--- config.mk ---
export PLATFORM = sky130hd
export DESIGN_NAME = pattern_match_controller
export DESIGN_NICKNAME = d
export VERILOG_FILES = /design/src/rtl/pmc_pkg.sv /design/src/rtl/pattern_match_controller_shift_matcher.sv /design/src/rtl/pattern_match_controller.sv
export SDC_FILE = /design/constraint.sdc
export NUM_CORES = 1
export LEC_CHECK = 0
export BUFFER_PORTS_ARGS = -buffer_cell sky130_fd_sc_hd__buf_2
export CORE_MARGIN = 3
export CORE_UTILIZATION = 45
export CTS_BUF_LIST = sky130_fd_sc_hd__clkbuf_2 sky130_fd_sc_hd__clkbuf_4 sky130_fd_sc_hd__clkbuf_8
export CTS_CLUSTER_SIZE = 8
export DETAILED_ROUTE_END_ITERATION = 6
export PLACE_DENSITY = 0.68
export REMOVE_ABC_BUFFERS = 1
export SLEW_MARGIN = 20
export SYNTH_ARGS = -nofsm -noshare
export SYNTH_HDL_FRONTEND = slang
export SYNTH_SLANG_ARGS = --single-unit
--- constraint.sdc ---
create_clock -name CLK -period 2.2 [get_ports CLK]
set_clock_uncertainty 0.05 [all_clocks]
set_input_delay 0.22 -clock CLK [delete_from_list [all_inputs] [get_ports CLK]]
set_output_delay 0.22 -clock CLK [all_outputs]
set_load 0.05 [all_outputs]
--- src/rtl/pmc_pkg.sv ---
// -----------------------------------------------------------------------------
// pmc_pkg
// Shared types and defaults for the pattern_match_controller slice.
//   state_t       : session FSM encoding (IDLE, READY, RUN, DONE), 2 bits
//   *_DEFAULT     : default PAT_W / LEN_W / CNT_W parameter values
//   clamp_len()   : maps a raw pattern length onto the legal range 1..pat_w
// -----------------------------------------------------------------------------
package pmc_pkg;

    typedef enum logic [1:0] {
        IDLE  = 2'd0,
        READY = 2'd1,
        RUN   = 2'd2,
        DONE  = 2'd3
    } state_t;

    localparam int PAT_W_DEFAULT = 4;
    localparam int LEN_W_DEFAULT = 8;
    localparam int CNT_W_DEFAULT = 8;

    // A length of 0 means a single-bit pattern; anything longer than the
    // history register is cut down to the full register width.
    function automatic int clamp_len(input int len, input int pat_w);
        if (len < 1)
            return 1;
        else if (len > pat_w)
            return pat_w;
        else
            return len;
    endfunction

endpackage

--- src/rtl/pattern_match_controller_shift_matcher.sv ---
// -----------------------------------------------------------------------------
// pmc_shift_matcher
// Serial history register with fill tracking and a length-masked compare.
// The match output looks at the values the registers are about to take, so a
// registered copy of it lines up with the edge that shifts in the last bit.
// Ports:
//   CLK, RST  : clock, asynchronous active-low reset
//   clear     : zero history and fill (session start)
//   shift     : shift din into the history this cycle
//   din       : serial data bit
//   pattern   : pattern, bit [len-1] oldest, bit [0] newest
//   len       : already-clamped pattern length (1..PAT_W)
//   match     : combinational, 1 when this shift completes a match
// -----------------------------------------------------------------------------
module pmc_shift_matcher #(
    parameter  int PAT_W = 4,
    localparam int LW    = $clog2(PAT_W) + 1
) (
    input  logic             CLK,
    input  logic             RST,
    input  logic             clear,
    input  logic             shift,
    input  logic             din,
    input  logic [PAT_W-1:0] pattern,
    input  logic [LW-1:0]    len,
    output logic             match
);

    logic [PAT_W-1:0] hist;
    logic [LW-1:0]    fill;
    logic [PAT_W-1:0] next_hist;
    logic [LW-1:0]    next_fill;
    logic [PAT_W-1:0] mask;

    assign next_hist = {hist[PAT_W-2:0], din};
    assign next_fill = (fill == LW'(PAT_W)) ? fill : fill + 1'b1;

    // NOTE: every signal assigned in always_comb gets a default first, so no
    // path through the block can leave it unassigned and infer a latch.
    always_comb begin
        mask = '0;
        for (int i = 0; i < PAT_W; i++)
            mask[i] = (LW'(i) < len);
    end

    assign match = shift && (next_fill >= len) &&
                   ((next_hist & mask) == (pattern & mask));

    // NOTE: sequential state uses non-blocking assignments so every register
    // samples the pre-edge values regardless of statement order.
    always_ff @(posedge CLK or negedge RST) begin
        if (!RST) begin
            hist <= '0;
            fill <= '0;
        end else if (clear) begin
            hist <= '0;
            fill <= '0;
        end else if (shift) begin
            hist <= next_hist;
            fill <= next_fill;
        end
    end

endmodule

--- src/rtl/pattern_match_controller.sv ---
// -----------------------------------------------------------------------------
// pattern_match_controller
// Serial-pattern detection session controller: holds a loaded pattern, runs
// bounded sessions over a bit stream, pulses per match, counts matches
// (saturating with a sticky overflow flag) and flags completion.
// Optional feature macro: PMC_MATCH_LIMIT_EN adds cfg_limit, a match count at
// which the session ends early (0 = no limit).
// Ports:
//   CLK, RST      : clock (rising), asynchronous active-low reset
//   cfg_valid/ready, cfg_pattern, cfg_len, cfg_bits [, cfg_limit] : config
//   start         : begin a session (READY or DONE only)
//   bit_valid, Binary_In : qualified serial data
//   busy, done    : 1 in RUN / 1 in DONE
//   match_pulse   : one-cycle pulse per match
//   match_count, overflow : session match count and saturation flag
// -----------------------------------------------------------------------------
module pattern_match_controller
    import pmc_pkg::*;
#(
    parameter  int PAT_W = PAT_W_DEFAULT,
    parameter  int LEN_W = LEN_W_DEFAULT,
    parameter  int CNT_W = CNT_W_DEFAULT,
    localparam int LW    = $clog2(PAT_W) + 1
) (
    input  logic             CLK,
    input  logic             RST,
    input  logic             cfg_valid,
    output logic             cfg_ready,
    input  logic [PAT_W-1:0] cfg_pattern,
    input  logic [LW-1:0]    cfg_len,
    input  logic [LEN_W-1:0] cfg_bits,
`ifdef PMC_MATCH_LIMIT_EN
    input  logic [CNT_W-1:0] cfg_limit,
`endif
    input  logic             start,
    input  logic             bit_valid,
    input  logic             Binary_In,
    output logic             busy,
    output logic             match_pulse,
    output logic [CNT_W-1:0] match_count,
    output logic             overflow,
    output logic             done
);

    state_t           state;
    state_t           next_state;
    logic [PAT_W-1:0] pat_q;
    logic [LW-1:0]    len_q;
    logic [LEN_W-1:0] bits_q;
    logic [LEN_W-1:0] remaining;
    logic             cfg_accept;
    logic             start_ok;
    logic             shift;
    logic             match;
    logic             count_full;
    logic [CNT_W-1:0] next_count;
    logic             limit_hit;

    assign cfg_accept = cfg_valid && cfg_ready;
    // A config offered together with start wins; the start is dropped.
    assign start_ok   = start && !cfg_accept && (state == READY || state == DONE);
    // remaining is only 0 in RUN for a zero-length session, which takes no bits.
    assign shift      = (state == RUN) && bit_valid && (remaining != '0);
    assign count_full = (match_count == {CNT_W{1'b1}});
    assign next_count = count_full ? match_count : match_count + 1'b1;

`ifdef PMC_MATCH_LIMIT_EN
    logic [CNT_W-1:0] limit_q;
    assign limit_hit = match && (limit_q != '0) && (next_count == limit_q);
`else
    assign limit_hit = 1'b0;
`endif

    pmc_shift_matcher #(.PAT_W(PAT_W)) u_matcher (
        .CLK     (CLK),
        .RST     (RST),
        .clear   (start_ok),
        .shift   (shift),
        .din     (Binary_In),
        .pattern (pat_q),
        .len     (len_q),
        .match   (match)
    );

    // FSM: state register
    always_ff @(posedge CLK or negedge RST) begin
        if (!RST) state <= IDLE;
        else      state <= next_state;
    end

    // FSM: next-state logic
    always_comb begin
        next_state = state;
        unique case (state)
            IDLE:        if (cfg_accept) next_state = READY;
            READY, DONE: if (cfg_accept)    next_state = READY;
                         else if (start_ok) next_state = RUN;
            RUN:         if ((remaining == '0) ||
                             (shift && remaining == LEN_W'(1)) ||
                             limit_hit)
                             next_state = DONE;
            default:     next_state = IDLE;
        endcase
    end

    // FSM: state-decoded outputs
    always_comb begin
        cfg_ready = (state != RUN);
        busy      = (state == RUN);
        done      = (state == DONE);
    end

    // Config, session counters and match reporting
    always_ff @(posedge CLK or negedge RST) begin
        if (!RST) begin
            pat_q       <= '0;
            len_q       <= '0;
            bits_q      <= '0;
            remaining   <= '0;
            match_pulse <= 1'b0;
            match_count <= '0;
            overflow    <= 1'b0;
        end else begin
            match_pulse <= match;
            if (cfg_accept) begin
                pat_q  <= cfg_pattern;
                len_q  <= LW'(clamp_len(int'(cfg_len), PAT_W));
                bits_q <= cfg_bits;
            end
            if (start_ok) begin
                remaining   <= bits_q;
                match_count <= '0;
                overflow    <= 1'b0;
            end else begin
                if (shift)
                    remaining <= remaining - 1'b1;
                if (match) begin
                    match_count <= next_count;
                    if (count_full)
                        overflow <= 1'b1;
                end
            end
        end
    end

`ifdef PMC_MATCH_LIMIT_EN
    always_ff @(posedge CLK or negedge RST) begin
        if (!RST)            limit_q <= '0;
        else if (cfg_accept) limit_q <= cfg_limit;
    end
`endif

endmodule

==> summary.txt <==
Route
  • 1st-iter DRT viols: 87
  • Routed via count: 1642
  • Wire length per cell: 14.6 um
  • DRT Pass-1 Iters: 4
  • Vias per cell: between 5 and 6
  • DRC: 0
  • Final WL: around 4400 um
  • Post-DRT Antenna Nets: 0

Synthesis
  • FFs w/ async S/R, synth: 1.00
  • Synthesized netlist cell count: approximately 210
  • Seq/Total Area, Yosys: 0.471
  • Synth cell types: 44
  • Synthesized area per cell: 10.5 um2
  • Syn Std Cell Area: 2180 um2
  • Ys Warns: 0
  • FF+latch count, synth: 41
  • EDFF count, synth: 0
  • Most used DFF post-synth: dfrtp_1

Critical path
  • Crit start category: flop
  • Worst r2r src: u_matcher.fill[1]
  • Reg2Reg Setup Slack: 0.06 ns
  • Crit-path max FO: 8
  • Start point of the critical path: u_matcher.fill[1]
  • Critical path type: reg2reg
  • Worst setup EP type: flop
  • Worst Path Required: ~2.3 ns
  • Crit path DAT: approximately 2.3 ns

GRT
  • Initial antenna violation count: 0
  • GRT Util Overall: 0.169
  • GRT overflow: 0
  • Largest net degree at the start of global routing: 21
  • Vias in the first global route: 1543
  • First-pass GRT wire length: just over 7000 um

Floorplanning
  • Initial cell density of the core: 0.484
  • Cell row count: 24
  • Die Ht: 75.6 um
  • Core area: about 4500 um2
  • Die footprint: approximately 5700 um2
  • Die width: around 76 um
  • IO Pins: 34

Pwr
  • VDD IR max: 0.359 mV
  • Overall power: 2.94 mW
  • Leakage power total: about 1.3 nW
  • Cell area power density: 1140 nW/um2

Clocking
  • Clk_lat worst skew: just under 0.3 ns
  • CTS buffer count: 5
  • Clock Path Buffers: 2
  • Number of H-tree levels: 2
  • Root Buffer: clkbuf_8
  • Clk sinks: a little over 40
  • Clk slew on worst S/H paths: about 0.080 ns
  • CTS tree: built

Flow run
  • Maxcap violations: 0

Place
  • Post-DP HPWL: roughly 3200 um
  • GP Congestion: about 0.74
  • Port Buffer Count: 33

Status
  • Status: completed

Timing
  • Final Hold Vio Count: 0
  • Worst-margin pin slew: 0.693 ns
  • Setup TNS: 0 ns
  • Final max-slew violation count: 0
  • Max_slew headroom: 0.537
  • Final setup viols: 0
  • RSZ-0062 raised after global routing: true
  • Tmin final: 2.14 ns
  • Final worst-path cycle share: 0.973
  • Max frequency: 0.467 GHz

Min path
  • Worst Hold Launch: cfg_len[2]
  • Hold Crit Class: in2reg

Layout
  • Layout cell share with drive strength beyond 1: 0.347
  • # diodes: 0
  • Layout Area Growth over Synthesis: 18.5%
  • Fillers: 389
  • Nets: 280
state kept, by name (all words and copies together) (netlist names), named ones only:
name            count
state               1
u_matcher.fill      3
len_q               3
u_matcher.hist      3
match_pulse         1
overflow            1
bits_q              8
match_count         8
pat_q               4
remaining           8
cells in the mapped netlist, drive strengths merged, types with 2 or more instances:
cell	count	area [um2]
clkbuf	2	7.51
o31ai	3	22.5
a21oi	5	25.0
nand4	6	37.5
o21ai	8	40.0
inv	9	33.8
mux2i	8	80.1
a21o	2	15.0
dfrtp	41	1030
xor2	5	43.8
a221o	4	40.0
nor3	3	31.3
nand3	9	50.1
nor2	14	55.1
and3	6	37.5
nand2	28	105
nand2b	8	52.6
nor4	2	12.5
mux2	13	146
buf	4	32.5
and2	2	15.0
ha	9	113
xnor2	2	17.5
a22oi	2	15.0
cells by family (layout without fill, tap and decap cells):
group           after synthesis  after routing  share of synthesized area
simple gates                 82             82                      0.195
flops                        41             41                      0.471
compound gates               31             31                      0.112
mux                          21             21                      0.104
buf+inv                      15             59                     0.0339
fa+ha+maj                    10             10                     0.0568
xor+xnor                      7              7                     0.0281
area by class of cell:
cell class	count	area [um2]	share of cell area
multi-input cells	151	1130	0.437
flip-flops and latches	41	1030	0.397
repair buffers	42	239	0.0925
clock buffers	8	91.3	0.0354
well taps	52	65.1	0.0252
inverters	9	33.8	0.0131
per-layer routing:
layer,vias up,share of wire,track usage
li1,817,-,-
met1,786,0.47,0.222
met2,30,0.46,0.267
met3,9,0.043,0.0515
met4,0,0.018,0.0583
met5,-,0,0
report_power, final:
group / total [mW] / leakage [nW] / internal (mW) / switching [mW]
Combinational: 1.23 / 0.737 / 0.546 / 0.684
Clock: 0.512 / 0.0498 / 0.263 / 0.249
Sequential: 1.20 / 0.520 / 0.974 / 0.229
Total: 2.94 / 1.31 / 1.78 / 1.16
metrics by stage:
| step | hold slack [ns] | util | instance area, um2 | std cells | setup WS [ns] |
|---|---|---|---|---|---|
| final | 0.0803 | 0.574 | 2580 | 303 | 0.0600 |
| after global routing | 0.0804 | 0.574 | 2580 | 303 | -0.0687 |
| after CTS | 0.0715 | 0.560 | 2520 | 300 | 0.0255 |
| after detailed placement | 0.0741 | 0.534 | 2410 | 291 | -0.0900 |
| after global placement | 0.0743 | 0.534 | 2410 | 291 | 0.0599 |
| after floorplan | -0.126 | - | 2140 | 201 | 0.109 |
worst max-delay path, stage by stage (launching register included):
cell	delay [ns]
dfrtp_1	0.40
inv_2	0.10
ha_4	0.15
nand2_4	0.06
xnor2_2	0.20
ha_1	0.27
nor2_2	0.12
a21oi_2	0.07
o211a_4	0.28
and2_4	0.16
a22o_1	0.18
timing repair:
item / in CTS / in global routing
hold endpoints to repair: 11 / 0
buffers inserted: 0 / 3
pin swaps: 0 / 6
gates resized for setup: 5 / 12
gates cloned: 0 / 0
setup endpoints to repair: 9 / 9
hold buffers: 1 / 0
worst paths after layout:
| kind | to | depth (start not counted) |
|---|---|---|
| min reg2reg | bits_q[3] | 1 |
| max | overflow | 10 |
| min in group asynchronous | len_q[0] | 2 |
| max in group asynchronous | u_matcher.fill[0] | 3 |
| max reg2reg | overflow | 10 |
| min | len_q[0] | 2 |
cell usage in the layout, fill, tap and decap left out, types with 6 or more instances in the layout:
master / count
buf_2: 33
inv_1: 7
dfrtp_1: 41
nand2b_1: 7
nor2_1: 10
nand3_1: 8
mux2i_1: 8
ha_1: 7
buf_4: 7
and3_1: 6
nand2_1: 27
nand4_1: 6
mux2_2: 13
(Power assumes the default switching activity.)
